===== src/rtl/debug_pkg.sv =====
// Shared types and widths for the board-debug step controller.
package debug_pkg;

  typedef enum logic [1:0] {
    HALT  = 2'd0,
    RUN   = 2'd1,
    BURST = 2'd2
  } mode_t;

  localparam int STEP_CNT_W = 16;

endpackage


===== src/rtl/debug_step_ctrl_if.sv =====
// Key inputs, burst length and processor-facing outputs of the debug front end.
interface debug_step_ctrl_if #(
  parameter int N_KEYS = 4
);
  import debug_pkg::*;

  logic [N_KEYS-1:0]     key_n;
  logic [7:0]            burst_len;
  logic [N_KEYS-1:0]     key_level;
  logic [N_KEYS-1:0]     key_press;
  logic [N_KEYS-1:0]     key_release;
  logic                  step_en;
  logic [STEP_CNT_W-1:0] step_count;
  logic [1:0]            mode;

  modport master (
    output key_n, burst_len,
    input  key_level, key_press, key_release, step_en, step_count, mode
  );

  modport slave (
    input  key_n, burst_len,
    output key_level, key_press, key_release, step_en, step_count, mode
  );

endinterface


===== src/rtl/key_debounce.sv =====
// One button channel: 2-flop synchroniser, debounce counter, press/release pulses.
module key_debounce #(
  parameter int DEBOUNCE_CYCLES = 500000
) (
  input  logic i_clk_sys,
  input  logic i_rst,
  input  logic i_key_n,
  output logic o_level,
  output logic o_press,
  output logic o_release
);

  localparam int CNT_W = $clog2(DEBOUNCE_CYCLES + 1);
  localparam logic [CNT_W-1:0] CNT_TC = CNT_W'(DEBOUNCE_CYCLES - 1);

  logic             r_s1;
  logic             r_s2;
  logic             r_level;
  logic             r_press;
  logic             r_release;
  logic [CNT_W-1:0] r_cnt;
  logic             w_s2;

  assign w_s2 = ~r_s2;

  // Sync flops reset to the released level so a key held through reset is re-debounced.
  always_ff @(posedge i_clk_sys or posedge i_rst) begin
    if (i_rst) begin
      r_s1      <= 1'b1;
      r_s2      <= 1'b1;
      r_level   <= 1'b0;
      r_press   <= 1'b0;
      r_release <= 1'b0;
      r_cnt     <= '0;
    end else begin
      r_s1      <= i_key_n;
      r_s2      <= r_s1;
      r_press   <= 1'b0;
      r_release <= 1'b0;
      if (w_s2 == r_level) begin
        r_cnt <= '0;
      end else if (r_cnt == CNT_TC) begin
        r_cnt     <= '0;
        r_level   <= w_s2;
        r_press   <= w_s2;
        r_release <= ~w_s2;
      end else begin
        r_cnt <= r_cnt + CNT_W'(1);
      end
    end
  end

  assign o_level   = r_level;
  assign o_press   = r_press;
  assign o_release = r_release;

endmodule


===== src/rtl/debug_step_ctrl.sv =====
// Debug front end: debounced keys plus HALT/RUN/BURST processor step-enable generator.
//   state   | meaning
//   HALT    | idle; step key gives one pulse or starts a burst, run key enters RUN
//   RUN     | pulse every RUN_DIV cycles until the run key is pressed again
//   BURST   | pulse every RUN_DIV cycles until the burst count is used up or run key aborts
module debug_step_ctrl
  import debug_pkg::*;
#(
  parameter int N_KEYS          = 4,
  parameter int DEBOUNCE_CYCLES = 500000,
  parameter int RUN_DIV         = 25000000,
  parameter int STEP_KEY        = 2,
  parameter int RUN_KEY         = 3
) (
  input logic               i_clk_sys,
  input logic               i_rst,
  debug_step_ctrl_if.slave  io_dbg
);

  localparam logic [1:0] S_HALT  = 2'(HALT);
  localparam logic [1:0] S_RUN   = 2'(RUN);
  localparam logic [1:0] S_BURST = 2'(BURST);

  localparam int DIV_W = $clog2(RUN_DIV);
  localparam logic [DIV_W-1:0] DIV_TC = DIV_W'(RUN_DIV - 1);

  logic [N_KEYS-1:0]     w_level;
  logic [N_KEYS-1:0]     w_press;
  logic [N_KEYS-1:0]     w_release;
  logic                  w_rp;
  logic                  w_sp;

  logic [1:0]            r_mode;
  logic [DIV_W-1:0]      r_div;
  logic [7:0]            r_rem;
  logic                  r_step_en;
  logic [STEP_CNT_W-1:0] r_step_count;

  logic [1:0]            w_mode_n;
  logic [DIV_W-1:0]      w_div_n;
  logic [7:0]            w_rem_n;
  logic                  w_step_n;

  for (genvar g = 0; g < N_KEYS; g++) begin : g_key
    key_debounce #(
      .DEBOUNCE_CYCLES(DEBOUNCE_CYCLES)
    ) u_key (
      .i_clk_sys (i_clk_sys),
      .i_rst     (i_rst),
      .i_key_n   (io_dbg.key_n[g]),
      .o_level   (w_level[g]),
      .o_press   (w_press[g]),
      .o_release (w_release[g])
    );
  end

  assign w_rp = w_press[RUN_KEY];
  assign w_sp = w_press[STEP_KEY];

  // rp is tested first everywhere, so it wins over sp and over a same-cycle terminal count.
  always_comb begin
    w_mode_n = r_mode;
    w_div_n  = r_div;
    w_rem_n  = r_rem;
    w_step_n = 1'b0;
    case (r_mode)
      S_HALT: begin
        if (w_rp) begin
          w_mode_n = S_RUN;
          w_div_n  = '0;
        end else if (w_sp) begin
          w_step_n = 1'b1;
          if (io_dbg.burst_len >= 8'd2) begin
            w_mode_n = S_BURST;
            w_rem_n  = io_dbg.burst_len - 8'd1;
            w_div_n  = '0;
          end
        end
      end
      S_RUN: begin
        if (w_rp) begin
          w_mode_n = S_HALT;
          w_div_n  = '0;
        end else if (r_div == DIV_TC) begin
          w_step_n = 1'b1;
          w_div_n  = '0;
        end else begin
          w_div_n = r_div + DIV_W'(1);
        end
      end
      S_BURST: begin
        if (w_rp) begin
          w_mode_n = S_HALT;
          w_div_n  = '0;
          w_rem_n  = '0;
        end else if (r_div == DIV_TC) begin
          w_step_n = 1'b1;
          w_div_n  = '0;
          w_rem_n  = r_rem - 8'd1;
          if (r_rem == 8'd1) begin
            w_mode_n = S_HALT;
          end
        end else begin
          w_div_n = r_div + DIV_W'(1);
        end
      end
      default: begin
        w_mode_n = S_HALT;
        w_div_n  = '0;
        w_rem_n  = '0;
      end
    endcase
  end

  always_ff @(posedge i_clk_sys or posedge i_rst) begin
    if (i_rst) begin
      r_mode       <= S_HALT;
      r_div        <= '0;
      r_rem        <= '0;
      r_step_en    <= 1'b0;
      r_step_count <= '0;
    end else begin
      r_mode       <= w_mode_n;
      r_div        <= w_div_n;
      r_rem        <= w_rem_n;
      r_step_en    <= w_step_n;
      r_step_count <= r_step_count + STEP_CNT_W'(w_step_n);
    end
  end

  assign io_dbg.key_level   = w_level;
  assign io_dbg.key_press   = w_press;
  assign io_dbg.key_release = w_release;
  assign io_dbg.step_en     = r_step_en;
  assign io_dbg.step_count  = r_step_count;
  assign io_dbg.mode        = r_mode;

endmodule

===== src/flat_wrapper.sv =====
// flat-port wrapper written by rule: the top's interface ports become plain ports
module debug_step_ctrl_flat import debug_pkg::*;
#(
  parameter int N_KEYS          = 4,
  parameter int DEBOUNCE_CYCLES = 500000,
  parameter int RUN_DIV         = 25000000,
  parameter int STEP_KEY        = 2,
  parameter int RUN_KEY         = 3
)
  (i_clk_sys, i_rst, io_dbg_key_n, io_dbg_burst_len, io_dbg_key_level, io_dbg_key_press, io_dbg_key_release, io_dbg_step_en, io_dbg_step_count, io_dbg_mode);
  debug_step_ctrl_if #(.N_KEYS(N_KEYS)) io_dbg_i ();
  input logic i_clk_sys;
  input logic i_rst;
  input wire logic [$bits(io_dbg_i.key_n)-1:0] io_dbg_key_n;
  input wire logic [$bits(io_dbg_i.burst_len)-1:0] io_dbg_burst_len;
  output wire logic [$bits(io_dbg_i.key_level)-1:0] io_dbg_key_level;
  output wire logic [$bits(io_dbg_i.key_press)-1:0] io_dbg_key_press;
  output wire logic [$bits(io_dbg_i.key_release)-1:0] io_dbg_key_release;
  output wire logic [$bits(io_dbg_i.step_en)-1:0] io_dbg_step_en;
  output wire logic [$bits(io_dbg_i.step_count)-1:0] io_dbg_step_count;
  output wire logic [$bits(io_dbg_i.mode)-1:0] io_dbg_mode;
  assign io_dbg_i.key_n = io_dbg_key_n;
  assign io_dbg_i.burst_len = io_dbg_burst_len;
  assign io_dbg_key_level = io_dbg_i.key_level;
  assign io_dbg_key_press = io_dbg_i.key_press;
  assign io_dbg_key_release = io_dbg_i.key_release;
  assign io_dbg_step_en = io_dbg_i.step_en;
  assign io_dbg_step_count = io_dbg_i.step_count;
  assign io_dbg_mode = io_dbg_i.mode;
  debug_step_ctrl #(.N_KEYS(N_KEYS), .DEBOUNCE_CYCLES(DEBOUNCE_CYCLES), .RUN_DIV(RUN_DIV), .STEP_KEY(STEP_KEY), .RUN_KEY(RUN_KEY)) u_core (.i_clk_sys(i_clk_sys), .i_rst(i_rst), .io_dbg(io_dbg_i));
endmodule

===== config.mk =====
export PLATFORM = sky130hd
export DESIGN_NAME = debug_step_ctrl_flat
export DESIGN_NICKNAME = d
export VERILOG_FILES = /design/src/rtl/debug_pkg.sv /design/src/rtl/debug_step_ctrl_if.sv /design/src/rtl/key_debounce.sv /design/src/rtl/debug_step_ctrl.sv /design/src/flat_wrapper.sv
export SDC_FILE = /design/constraint.sdc
export NUM_CORES = 1
export LEC_CHECK = 0
export ABC_AREA = 1
export BUFFER_PORTS_ARGS = -buffer_cell sky130_fd_sc_hd__buf_2
export CAP_MARGIN = 20
export CORE_MARGIN = 2
export CORE_UTILIZATION = 45
export CTS_CLUSTER_DIAMETER = 60
export DETAILED_ROUTE_END_ITERATION = 10
export GPL_TIMING_DRIVEN = 0
export PLACE_DENSITY = 0.67
export SYNTH_ARGS = -nofsm -noshare
export SYNTH_HDL_FRONTEND = slang
export SYNTH_SLANG_ARGS = --single-unit

===== constraint.sdc =====
create_clock -name i_clk_sys -period 4.9 [get_ports i_clk_sys]
set_clock_uncertainty 0.15 [all_clocks]
set_input_delay 0.735 -clock i_clk_sys [delete_from_list [all_inputs] [get_ports i_clk_sys]]
set_output_delay 0.735 -clock i_clk_sys [all_outputs]
set_load 0.02 [all_outputs]

# Word-level counts from Yosys, hierarchy flattened
# Cells that the tools add are included.
[totals]
register_bits = 148
output_inout_bits = 31
wordCells = 125
[op_classes]
addsub = 8
n_lt_le_gt_ge = 1
eq_ne = 20
muxes = 49
bitwise_logic = 9
reduce_logical = 9
[ops]
columns = ["op", "n"]
rows = [
  ["two-way mux 19 bit", 8],
  ["two-way mux 25 bit", 5],
  ["adder 19 x 1 -> 19 bit (second input constant)", 4],
  ["equality test 19 bit (second input constant)", 4],
  ["case mux 25 bit (2 select lines)", 1],
  ["two-way mux 8 bit", 5],
  ["adder 25 x 1 -> 25 bit (second input constant)", 1],
  ["equality test 25 bit (second input constant)", 1],
  ["case mux 8 bit (3 select lines)", 1],
  ["two-way mux 1 bit", 20],
  ["adder 16 x 1 -> 16 bit", 1],
  ["subtractor 8 x 1 -> 8 bit (second input constant)", 2],
  ["two-way mux 2 bit", 7],
  ["AND reduction 2 bit", 5],
  ["AND reduction 5 bit", 2],
  ["!= test 3 x 2 -> 1 bit (second input constant)", 3],
  ["NOT 1 bit", 9],
  ["equality test 8 x 1 -> 1 bit (second input constant)", 1],
  [">= comparator 8 x 2 -> 1 bit (second input constant)", 1],
  ["!= test 2 bit (second input constant)", 3],
  ["case mux 2 bit (3 select lines)", 1],
  ["equality test 1 bit", 4],
  ["!= test 3 bit (second input constant)", 1],
  ["equality test 2 x 1 -> 1 bit (second input constant)", 1],
  ["other kinds (5)", 5],
]

# Logic depth before layout (Yosys ltp)
# Gate-level depths: netlist (run 1).
[logic_depth]
depth_word = 5
ltp_mapped = 14
depth_no_buf = 14

# Cells and area by module
# Synthesis (run 1) repeated with hierarchy kept, for this count alone.
[hier_totals]
hier_cells = 1108
area_unflattened_um2 = 8664.6
[by_module_without_submodules]
columns = ["module", "instances", "cells_each", "area_each_um2", "seq_area_each_um2"]
rows = [
  ["key_debounce", 4, 156, 1300.0, 603.1],
  ["debug_step_ctrl", 1, 484, 3464.6, 1301.2],
]

# Worst setup path before layout (run 1)
# No wires, ideal clock.
[synth_path]
kind = "flip-flop to flip-flop"
from = "reg u_core.r_div[0]"
to = "reg u_core.r_step_count[12], in the netlist u_core.io_dbg.step_count[12]"
setup_ns = 0.080
arrival_ns = 2.470
t_required_ns = 4.670
setup_slack_ns = 2.200
stages_incl_launch_ff = 15
n_path_buf = 0
path_cell_list = "dfrtp_1 ha_1 nand2_2 nor2_4 nand3_4 nor2_2 nand2_1 a21oi_1 ha_1 ha_1 nand3_1 nor2_1 nand3_1 nor2_1 xor2_1"
[synth_via]
elab_chain_cells = 5
[synth_rtl]
columns = ["item", "line", "rtl"]
rows = [
  ["start, declared", "debug_step_ctrl.sv:34", "logic [DIV_W-1:0] r_div;"],
  ["start signal, assigned", "debug_step_ctrl.sv:124", "r_div <= w_div_n;"],
  ["equality test 25 bit", "debug_step_ctrl.sv:84, debug_step_ctrl.sv:96", ""],
  ["two-way mux 1 bit", "debug_step_ctrl.sv:84, debug_step_ctrl.sv:96", ""],
  ["two-way mux 1 bit", "debug_step_ctrl.sv:92", "if (w_rp) begin"],
  ["case mux 1 bit (2 select lines)", "debug_step_ctrl.sv:66", "case (r_mode)"],
  ["named net u_core.w_step_n", "debug_step_ctrl.sv:42", "logic w_step_n;"],
  ["adder 16 x 1 -> 16 bit", "debug_step_ctrl.sv:127", "r_step_count <= r_step_count + STEP_CNT_W'(w_step_n);"],
  ["end signal, assigned", "debug_step_ctrl.sv:127", ""],
  ["end, declared", "debug_step_ctrl.sv:37", "logic [STEP_CNT_W-1:0] r_step_count;"],
]
# The timed path passes the listed nets, and every way through them passes these cells.
# A chain may end at the register's enable or synchronous reset.

# Final worst setup path (run 1)
# Ends and elaborated chain as after synthesis.

==> metrics.md, run 1 <==
| Metric | Value |
|---|---|
| First-pass GRT wire length | 33.17 mm |
| Worst slew pin tran | 0.6339 ns |
| Static leakage | 4.717 nW |
| I/O pins | 45 |
| Top cell type's share of synthesized area | 0.4062 |
| Clock tree root buffer cell | clkbuf_16 |
| PD cells | 264.3 nW/um^2 |
| Area delta synth->final | 12.90% |
| FF/Latch Area | 3714 um^2 |
| Vias in the first global route | 7100 |
| Met3 WL post-DR | 765 um |
| H-tree depth | 4 |
| Area occupied by multi-input gates | 4100 um^2 |
| Final Util | 0.5189 |
| Fin Setup TNS | 0 ns |
| Post-synth top area cell | dfrtp_1 |
| Final antenna diode count | 0 |
| Setup CP Type | flip-flop to flip-flop |
| VDD IR-drop max | 0.2200 mV |
| Crit end category | flip-flop |
| Total CTS buffers | 17 |
| Fmax | 303.8 MHz |
| PostCTS Resize Cnt | 0 |
| CTS max path bufs | 2 |
| Antenna-violating nets left | 0 |
| Yosys warnings | 0 |
| Hold buffer count at CTS | 0 |
| Largest net degree at the start of global routing | 80 |
| Number of instances in the placed design | 1460 |
| Full die area | 20290 um^2 |
| Iteration-0 DRC Markers | 535 |
| Wl on met1 | 9.369 mm |
| R2r setup slk | 1.61 ns |
| Post-DR wirelength/cell | 12.83 um |
| Synth Register Bits | 148 |
| Sequential element share of the synthesized area | 0.4305 |
| Placement Rows | 50 |
| Min Tclk post-route | 3.292 ns |
| Final hold viol count | 0 |
| HP Class | flip-flop to flip-flop |
| WHS | 0.2023 ns |
| HPWL Detailed | 13.98 mm |
| Slew HR | 0.5774 |
| RSZ-0062 raised after global routing | false |
| Max_cap viols | 0 |
| Final wirelength | 19.14 mm |
| Worst Reg2Reg Path Length in Cells | 14 |
| Syn Inst Count | 1181 |
| Dominant synthesized flop cell | dfrtp_1 |
| Mapped Area | 8626 um^2 |
| DR vias/cell | 5.090 |
| CTS tree | yes |
| Worst skew pair latency | 0.43 ns |
| Clock slew at reported path FFs | 0.07 ns |
| Fin nets | 1275 |
| Post-synth top cells | 262 x nand2_1, 222 x nor2_1, 172 x inv_1 |
| Die X | 142.5 um |
| Core area | 18770 um^2 |
| Synth area leaders | dfrtp_1 41%, nand2_1 11%, nor2_1 9.7% |
| Startpoint types | flip-flop |
| Outcome | finished clean |
| Starting Density | 0.4596 |
| Ys async rst share | 1.000 |
| Die Span Y | 142.5 um |
| Count leader, synth | nand2_1 |
| Synthesized Nets | 1211 |
| Crit path max fanout | 6 |
| GPL Wtd Cong | 0.9213 |
| Synth cell types | 39 |
| Router iterations before antenna repair | 5 |
| Slew Limit Fails | 0 |
| Syn Area/Cell | 7.304 um^2 |
| Grt total ovfl | 0 |
| Setup bufs post-CTS | 0 |
| Final setup vio count | 0 |
| Port Buffers | 44 |
| CP required | 5.11 ns |
| Critical path data arrival time | 3.51 ns |
| Top routing layer used | met4 |
| TritonCTS Sinks | 148 |
| Share of layout cells above drive strength 1 | 0.1105 |
| Tcrit/Tclk final | 0.6717 |
| Overall global routing resource usage | 0.1994 |
| Filler cells | 1812 |
| # DRC | 0 |
| Via Count | 7595 |
| Hold Crit Depth | 0 |
| Post-synth EDFFs | 0 |
| Met2 routed WL | 8.688 mm |
| Initial antenna violation count | 0 |
| Post-route insts no fill | 1492 |
metrics by stage:
| step | cell area, um^2 | setup WS, ns | power (W) |
|---|---|---|---|
| after floorplan | 8626 | 0.04855 | 0.001315 |
| after global placement | 9139 | -1.687 | 0.001340 |
| after detailed placement | 9171 | 1.639 | 0.001345 |
| after CTS | 9738 | 1.566 | 0.002603 |
| after global routing | 9738 | 1.305 | 0.002670 |
| final | 9738 | 1.608 | 0.002574 |
where the power goes:
group,switching (W),internal (W)
Clock,0.000586,0.000669
Sequential,0.00000897,0.00124
Combinational,0.0000558,0.0000189
path summary, 6_finish.rpt:
kind                                                           start                                endpoint
min in group asynchronous                                      i_rst         u_core.io_dbg.step_en$_DFF_PP0_
worst min-delay path            u_core.g_key[0].u_key.r_s1$_DFF_PP1_    u_core.g_key[0].u_key.r_s2$_DFF_PP1_
max in group asynchronous                                      i_rst    u_core.g_key[3].u_key.r_s2$_DFF_PP1_
worst max-delay path                     u_core.r_div[0]$_DFFE_PP0N_  u_core.io_dbg.step_count[12]$_DFF_PP0_
worst max register to register           u_core.r_div[0]$_DFFE_PP0N_  u_core.io_dbg.step_count[12]$_DFF_PP0_
worst min register to register  u_core.g_key[0].u_key.r_s1$_DFF_PP1_    u_core.g_key[0].u_key.r_s2$_DFF_PP1_
routing by layer:
metal | GRT usage | up-vias
met3 | 0.03398 | 30
met1 | 0.2767 | 3526
met2 | 0.3196 | 175
met5 | 0 | -
li1 | - | 3864
met4 | 0.06253 | 0
cell usage in the layout, fill, tap and decap left out, types with 2 or more instances in the layout:
cell type     n
nor3b_1       2
a31oi_1       2
nand3b_1      5
a211oi_1      2
clkbuf_1      3
inv_8         3
nand3_4       2
nor2_4        3
xor2_1       34
dfrtp_1     140
inv_1       171
nand4_1      46
clkinv_4      3
nor2_2       10
a21oi_1      24
nor3_1       47
nand2_2       7
o21ai_0      23
nand2_1     262
a31o_2        2
nor2_1      222
buf_6         2
nand3_1      99
clkbuf_16    17
nor4_1        4
buf_2        46
nand2_4       2
buf_4        15
nor3_2        2
ha_1         16
o21ai_2       2
o21ai_4       2
dfstp_2       8
xnor2_1      10
clkinvlp_4    4
inv_6         5
o21bai_1      2
critical path, cell delays in order, from the launching register on:
cell and delay (ns):
dfrtp_1 0.44, ha_1 0.32, nand2_2 0.14, nor2_4 0.18, nand3_4 0.10, nor2_2 0.20, nand2_1 0.12, a21oi_1 0.28
ha_1 0.21, ha_1 0.21, nand3_1 0.13, nor2_1 0.27, nand3_1 0.17, nor2_1 0.14, xor2_1 0.15
cell families (layout without fill, tap and decap cells):
| logic type | Yosys count | in the layout | share of synthesized area |
|---|---|---|---|
| buffers and inverters | 196 | 273 | 0.09414 |
| AOI/OAI and AO/OA | 62 | 62 | 0.04265 |
| xor gates and xnor gates | 44 | 44 | 0.04468 |
| DFF | 148 | 148 | 0.4305 |
| and+or+nand+nor | 715 | 715 | 0.3648 |
| adders and majority gates | 16 | 16 | 0.02321 |
flip-flops by register name, indices dropped and copies added, names as in the netlist:
| name | cells |
|---|---|
| u_core.g_key.u_key.r_cnt | 76 |
| u_core.r_div | 25 |
| u_core.io_dbg.step_count | 16 |
| u_core.r_rem | 8 |
| u_core.g_key.u_key.o_level | 4 |
| u_core.g_key.u_key.o_press | 4 |
| u_core.g_key.u_key.o_release | 4 |
| u_core.g_key.u_key.r_s1 | 4 |
| u_core.g_key.u_key.r_s2 | 4 |
| u_core.io_dbg.mode | 2 |
| u_core.io_dbg.step_en | 1 |
area by class of cell:
type,instances,share of cell area
timing repair buffer,45,0.02544
clock buffer,17,0.04368
buffer,22,0.01606
inverter,174,0.06784
sequential,148,0.3813
tap,234,0.03007
multi-input combinational,837,0.4210
clock inverter,15,0.01452
Power figures use the tool's default switching activity.
==> run 2: changes to the inputs <==
--- a/config.mk
+++ b/config.mk
@@ -13,7 +13,7 @@
 export CTS_CLUSTER_DIAMETER = 60
 export DETAILED_ROUTE_END_ITERATION = 10
 export GPL_TIMING_DRIVEN = 0
-export PLACE_DENSITY = 0.67
+export PLACE_DENSITY = 0.65
 export SYNTH_ARGS = -nofsm -noshare
 export SYNTH_HDL_FRONTEND = slang
 export SYNTH_SLANG_ARGS = --single-unit
==> constraint.sdc (replaced) <==
create_clock -name i_clk_sys -period 3.3 [get_ports i_clk_sys]
set_clock_uncertainty 0.15 [all_clocks]
set_input_delay 0.495 -clock i_clk_sys [delete_from_list [all_inputs] [get_ports i_clk_sys]]
set_output_delay 0.495 -clock i_clk_sys [all_outputs]
set_load 0.02 [all_outputs]
==> metrics.md, run 2 (same netlist as run 1, synthesis figures left out) <==
| Metric | Value |
|---|---|
| Outcome | finished clean |
| Port Buffers | 44 (unchanged) |
| Placement Rows | 50 (unchanged) |
| Worst Reg2Reg Path Length in Cells | 14 (unchanged) |
| Commonest cells after routing, fill and taps aside | 262 x nand2_1, 220 x nor2_1, 171 x inv_1 |
| Final wirelength | 19.02 mm (-0.64%) |
| Total CTS buffers | 17 (unchanged) |
| CP required | 3.50 ns (-1.61 ns) |
| Via Count | 7510 (-1.1%) |
| Iteration-0 DRC Markers | 471 (-12%) |
| CTS max path bufs | 2 (unchanged) |
| Vias in the first global route | 7045 (-0.77%) |
| Setup CP Type | flip-flop to flip-flop |
| Setup bufs post-CTS | 0 (unchanged) |
| Die Span Y | 142.5 um (unchanged) |
| CTS tree | yes |
| Crit-path max cell delay | 0.44 ns (about the same) |
| Share of layout cells above drive strength 1 | 0.1149 (+0.004404) |
| GPL Wtd Cong | 0.9055 (-1.7%) |
| Crit path max fanout | 6 (unchanged) |
| Crit end category | flip-flop |
| First-pass GRT wire length | 33.18 mm (about the same) |
| Max_cap viols | 0 (unchanged) |
| Final setup vio count | 0 (unchanged) |
| Antenna-violating nets left | 0 (unchanged) |
| PD cells | 425.5 nW/um^2 (+61%) |
| Cell Area, Placed | 9203 um^2 (+0.34%) |
| Commonest non-fill, non-tap cell in the layout | nand2_1 |
| P_int | 0.003322 W (+73%) |
| Worst path buffer plus inverter count | 0 (unchanged) |
| Startpoint types | flip-flop |
| Worst skew pair latency | 0.43 ns (about the same) |
| Largest net degree at the start of global routing | 43 (-46%) |
| Clock Power Share | 0.534 (+0.046) |
| CP Cell Sequence | ha_2 -> nand2_2 -> nor2_4 -> nand3_4 -> nor2_4 -> nand2_1 -> a21oi_2 -> ha_1 -> ha_1 -> nand3_1 -> nor2_2 -> nand3_1 -> nor2_1 -> xor2_1 |
| Starting Density | 0.4596 (unchanged) |
| I/O pins | 45 (unchanged) |
| Worst slew pin tran | 0.7971 ns (+0.1632 ns) |
| Tcrit/Tclk final | 0.8941 (+0.2224) |
| Initial antenna violation count | 0 (unchanged) |
| VDD IR-drop max | 0.2927 mV (+33%) |
| Hold Path End | u_core.g_key[1].u_key.r_s1$_DFF_PP1_ |
| R2r startpoint | u_core.r_div[0]$_DFFE_PP0N_ |
| Slowest stage cell, crit path | dfrtp_1 |
| TritonCTS Sinks | 148 (unchanged) |
| Final hold viol count | 0 (unchanged) |
| Hold path startpoint | io_dbg_key_n[1] |
| Slew HR | 0.4675 (-0.1099) |
| Area delta synth->final | 15.06% |
| Crit-path leading delay family | simple AND/OR/NAND/NOR gates |
| R2r setup slk | 0.35 ns (-1.26 ns) |
| # DRC | 0 (unchanged) |
| Fmax | 338.9 MHz (+12%) |
| RR Endpoint | u_core.io_dbg.step_count[12]$_DFF_PP0_ |
| Filler cells | 1786 (-1.4%) |
| Area occupied by multi-input gates | 4116 um^2 (+0.40%) |
| Grt total ovfl | 0 (unchanged) |
| Core area | 18770 um^2 (unchanged) |
| Static leakage | 4.805 nW (+1.9%) |
| HPWL Detailed | 14.09 mm (+0.76%) |
| Post-route insts no fill | 1496 (+0.27%) |
| Post-DR wirelength/cell | 12.71 um (-0.91%) |
| Clock tree root buffer cell | clkbuf_16 |
| Fin nets | 1279 (+0.31%) |
| Largest reg by FF count | u_core.g_key.u_key.r_cnt |
| Hold Crit Depth | 1 (+1) |
| HP Class | input port to flip-flop |
| Net Sw Power | 0.0009009 W (+39%) |
| Number of instances in the placed design | 1462 (+0.14%) |
| Die X | 142.5 um (unchanged) |
| Full die area | 20290 um^2 (unchanged) |
| DR vias/cell | 5.020 (-1.4%) |
| Gate power share | 0.028 (about the same) |
| Final antenna diode count | 0 (unchanged) |
| Min Tclk post-route | 2.951 ns (-0.3410 ns) |
| Max reg flops | 76 (unchanged) |
| WHS | 0.02130 ns (-0.1810 ns) |
| Clock slew at reported path FFs | 0.06 ns (about the same) |
| Overall global routing resource usage | 0.2010 (+0.001613) |
| FF/Latch Area | 3714 um^2 (unchanged) |
| Critical path data arrival time | 3.15 ns (-0.36 ns) |
| Switching Fraction | 0.2134 (-0.03929) |
| Design area | 9925 um^2 (+1.9%) |
| Sequential share of power | 0.438 (-0.045) |
| Slew Limit Fails | 0 (unchanged) |
| RSZ-0062 raised after global routing | false |
| H-tree depth | 4 (unchanged) |
| Router iterations before antenna repair | 5 (unchanged) |
run 2: cell count changes in the layout (fill, tap and decap cells not counted), moves of 2 or more:
cell           before  now
inv_6               5    3
clkinv_2            0    2
nor2_1            222  220
bufinv_16           0    6
dlygate4sd3_1       0    2
buf_12              0    3
clkinvlp_4          4    2
clkinv_4            3    0
run 2: power groups by stage:
stage	logic (W)	clock network, W	registers, W
6_report	0.000117	0.00226	0.00185
4_1_cts	0.000122	0.00230	0.00185
5_1_grt	0.000140	0.00240	0.00185
3_3_place_gp	0.000109	0	0.00188
3_5_place_dp	0.000121	0	0.00188
2_1_floorplan	0.0000746	0	0.00188
run 2: layout make-up:
type / count / area share
multi-input cells: 837 / 0.4148
flip-flops and latches: 148 / 0.3742
inverters: 174 / 0.06644
clock buffers: 18 / 0.04425
repair buffers: 49 / 0.03026
well taps: 234 / 0.02950
clock inverters: 14 / 0.02484
plain buffers: 22 / 0.01576
run 2: how the worst max path moves through the flow:
stage / depth (start not counted) / from / end
floorplan: 14 / u_core.r_div[0]$_DFFE_PP0N_ / u_core.io_dbg.step_count[12]$_DFF_PP0_
global route: 14 / u_core.r_div[0]$_DFFE_PP0N_ / u_core.io_dbg.step_count[12]$_DFF_PP0_
finish: 14 / u_core.r_div[0]$_DFFE_PP0N_ / u_core.io_dbg.step_count[12]$_DFF_PP0_
global placement: 2 / i_rst / u_core.g_key[0].u_key.r_cnt[1]$_DFF_PP0_
CTS: 14 / u_core.r_div[0]$_DFFE_PP0N_ / u_core.io_dbg.step_count[12]$_DFF_PP0_
detailed placement: 14 / u_core.r_div[0]$_DFFE_PP0N_ / u_core.io_dbg.step_count[12]$_DFF_PP0_
run 2: through the flow:
stage               power (W)  TNS, ns  utilization  setup slack [ns]
finish               0.004223        0       0.5288            0.3494
global route         0.004388        0       0.5288           0.06124
CTS                  0.004275        0       0.5274           0.05343
detailed placement   0.002003        0       0.4903           0.09085
global placement     0.001992   -26.40       0.4871           -0.2022
floorplan            0.001953        0            -            0.6001
run 2: layer usage:
metal | vias to the layer above | wire length, um | GRT usage
met3 | 19 | 604 | 0.03230
met4 | 0 | 226 | 0.06618
met1 | 3478 | 9491 | 0.2817
li1 | 3875 | - | -
met5 | - | 0 | 0
met2 | 138 | 8698 | 0.3188
run 2: what timing repair did:
item,CTS,global route
setup endpoints to repair,0,7
hold endpoints to repair,1,1
hold buffers,1,1
resized for setup,0,5
==> run 3: changes to the inputs <==
--- a/config.mk
+++ b/config.mk
@@ -14,6 +14,7 @@
 export DETAILED_ROUTE_END_ITERATION = 10
 export GPL_TIMING_DRIVEN = 0
 export PLACE_DENSITY = 0.65
+export REMOVE_ABC_BUFFERS = 1
 export SYNTH_ARGS = -nofsm -noshare
 export SYNTH_HDL_FRONTEND = slang
 export SYNTH_SLANG_ARGS = --single-unit
==> metrics.md, run 3 (same netlist as run 1, synthesis figures left out) <==
| Metric | Value |
|---|---|
| Worst Reg2Reg Path Length in Cells | 14 (unchanged) |
| RR Endpoint | u_core.io_dbg.step_count[12]$_DFF_PP0_ |
| Slowest stage cell, crit path | dfrtp_2 |
| Max_cap viols | 0 (unchanged) |
| Commonest cells after routing, fill and taps aside | 262 x nand2_1, 221 x nor2_1, 171 x inv_1 |
| Fin nets | 1256 (-1.8%) |
| RSZ-0062 raised after global routing | false |
| Placement Rows | 50 (unchanged) |
| Die Span Y | 142.5 um (unchanged) |
| Final hold viol count | 0 (unchanged) |
| Largest net degree at the start of global routing | 83 (+93%) |
| Vias in the first global route | 6788 (-3.6%) |
| Grt total ovfl | 0 (unchanged) |
| Worst Setup Slack, final | 0.3971 ns (+0.04768 ns) |
| R2r setup slk | 0.40 ns (+0.05 ns) |
| Clock tree root buffer cell | clkbuf_16 |
| CTS tree | yes |
| CTS max path bufs | 2 (unchanged) |
| DR vias/cell | 5.035 (+0.29%) |
| TritonCTS Sinks | 148 (unchanged) |
| Worst skew pair latency | 0.43 ns (about the same) |
| Initial antenna violation count | 0 (unchanged) |
| R2r startpoint | u_core.r_div[0]$_DFFE_PP0N_ |
| Router iterations before antenna repair | 5 (unchanged) |
| Max reg flops | 76 (unchanged) |
| Full die area | 20290 um^2 (unchanged) |
| # DRC | 0 (unchanged) |
| PD cells | 400.7 nW/um^2 (-5.8%) |
| Port Buffers | 44 (unchanged) |
| Setup CP Type | flip-flop to flip-flop |
| Largest reg by FF count | u_core.g_key.u_key.r_cnt |
| Crit-path max cell delay | 0.41 ns (-0.03 ns) |
| Tcrit/Tclk final | 0.8797 (-0.01445) |
| Iteration-0 DRC Markers | 402 (-15%) |
| Critical path data arrival time | 3.10 ns (-0.05 ns) |
| HP Class | input port to asynchronous set/reset pin |
| Starting Density | 0.4596 (unchanged) |
| H-tree depth | 4 (unchanged) |
| Crit path max fanout | 6 (unchanged) |
| Final setup vio count | 0 (unchanged) |
| Worst slew pin tran | 1.024 ns (+0.2272 ns) |
| Setup bufs post-CTS | 0 (unchanged) |
| Design area | 9642 um^2 (-2.8%) |
| Share of layout cells above drive strength 1 | 0.1001 (-0.01482) |
| Cell Area, Placed | 9015 um^2 (-2.0%) |
| Via Count | 7416 (-1.3%) |
| Overall global routing resource usage | 0.1922 (-0.008854) |
| Worst path buffer plus inverter count | 0 (unchanged) |
| Outcome | finished clean |
| VDD IR-drop max | 0.2895 mV (-1.1%) |
| I/O pins | 45 (unchanged) |
| Crit-path leading delay family | simple AND/OR/NAND/NOR gates |
| Clock slew at reported path FFs | 0.06 ns (about the same) |
| Slew Limit Fails | 0 (unchanged) |
| Filler cells | 1841 (+3.1%) |
| Min Tclk post-route | 2.903 ns (-0.04768 ns) |
| CP required | 3.50 ns (about the same) |
| Commonest non-fill, non-tap cell in the layout | nand2_1 |
| First-pass GRT wire length | 31.84 mm (-4.0%) |
| Die X | 142.5 um (unchanged) |
| HPWL Detailed | 13.33 mm (-5.4%) |
| Final antenna diode count | 0 (unchanged) |
| Area delta synth->final | 11.78% |
| Antenna-violating nets left | 0 (unchanged) |
| Final wirelength | 18.33 mm (-3.6%) |
| Slew HR | 0.3146 (-0.1529) |
| Area occupied by multi-input gates | 4109 um^2 (-0.18%) |
| Static leakage | 4.636 nW (-3.5%) |
| CP Cell Sequence | ha_2 -> nand2_2 -> nor2_4 -> nand3_4 -> nor2_2 -> nand2_1 -> a21oi_2 -> ha_1 -> ha_1 -> nand3_1 -> nor2_2 -> nand3_1 -> nor2_1 -> xor2_1 |
| GPL Wtd Cong | 0.9030 (-0.28%) |
| Fmax | 344.5 MHz (+1.6%) |
| Startpoint types | flip-flop |
| Place WS | 0.1279 ns (+0.03708 ns) |
| Total CTS buffers | 17 (unchanged) |
| Post-DR wirelength/cell | 12.45 um (-2.1%) |
| Core area | 18770 um^2 (unchanged) |
| Crit path launch | u_core.r_div[0]$_DFFE_PP0N_ |
| FF/Latch Area | 3715 um^2 (about the same) |
| Crit end category | flip-flop |
[run 3: cell count changes in the layout (fill, tap and decap cells not counted), sizes merged]
cell,delta
buf,-21
clkbuf,-1
inv,+1
dlygate4sd3,+1
clkinvlp,+2
bufinv,-5
[run 3: worst reg2reg max path, stage by stage (launching register included)]
cell	delay, ns
dfrtp_2	0.41
ha_2	0.25
nand2_2	0.10
nor2_4	0.17
nand3_4	0.10
nor2_2	0.20
nand2_1	0.13
a21oi_2	0.20
ha_1	0.18
ha_1	0.20
nand3_1	0.14
nor2_2	0.18
nand3_1	0.13
nor2_1	0.13
xor2_1	0.14
[run 3: stage by stage]
stage,std cells,power (W),util,hold slack (ns),TNS (ns)
3_3_place_gp,1437,0.001990,0.4786,0.1968,-454.97
5_1_grt,1473,0.004037,0.5137,0.02812,0
2_1_floorplan,1159,0.001952,-,0.1952,-185.42
4_1_cts,1470,0.003921,0.5116,0.0008151,0
3_5_place_dp,1438,0.001996,0.4803,0.1978,0
6_report,1473,0.003863,0.5137,0.01400,0
[run 3: where the power goes]
group | switching [W] | internal, W
logic | 0.0000833 | 0.0000297
clock network | 0.000791 | 0.00111
registers | 0.0000128 | 0.00184
total | 0.000888 | 0.00298
[run 3: final cells by class]
class / instances / share of cell area
Inverter: 174 / 0.06852
Clock inverter: 12 / 0.01246
Multi-Input combinational cell: 837 / 0.4262
Tap cell: 234 / 0.03037
Timing Repair Buffer: 48 / 0.02881
Clock buffer: 20 / 0.04840
Sequential cell: 148 / 0.3853
[run 3: worst max path at each step]
stage | end | slack [ns] | cells past startpoint
detailed placement | u_core.io_dbg.step_count[12]$_DFF_PP0_ | 0.13 | 14
CTS | u_core.io_dbg.step_count[12]$_DFF_PP0_ | 0.1 | 14
global placement | u_core.g_key[3].u_key.r_cnt[1]$_DFF_PP0_ | -3.17 | 2
global route | u_core.io_dbg.step_count[12]$_DFF_PP0_ | 0.08 | 14
finish | u_core.io_dbg.step_count[12]$_DFF_PP0_ | 0.40 | 14
floorplan | u_core.g_key[0].u_key.o_level$_DFFE_PP0P_ | -1.31 | 1
[run 3: timing repair]
action	4_1_cts	5_1_grt
resized for setup	0	4
endpoints found under the hold margin	0	3
hold buffers	0	3
setup endpoints to repair	0	5
[run 3: metal layers]
layer	GRT usage	wire, um	vias up
li1	-	-	3840
met1	0.2647	8984	3394
met2	0.3090	8381	165
met3	0.03836	767	17
met4	0.05419	199	0
met5	0	0	-
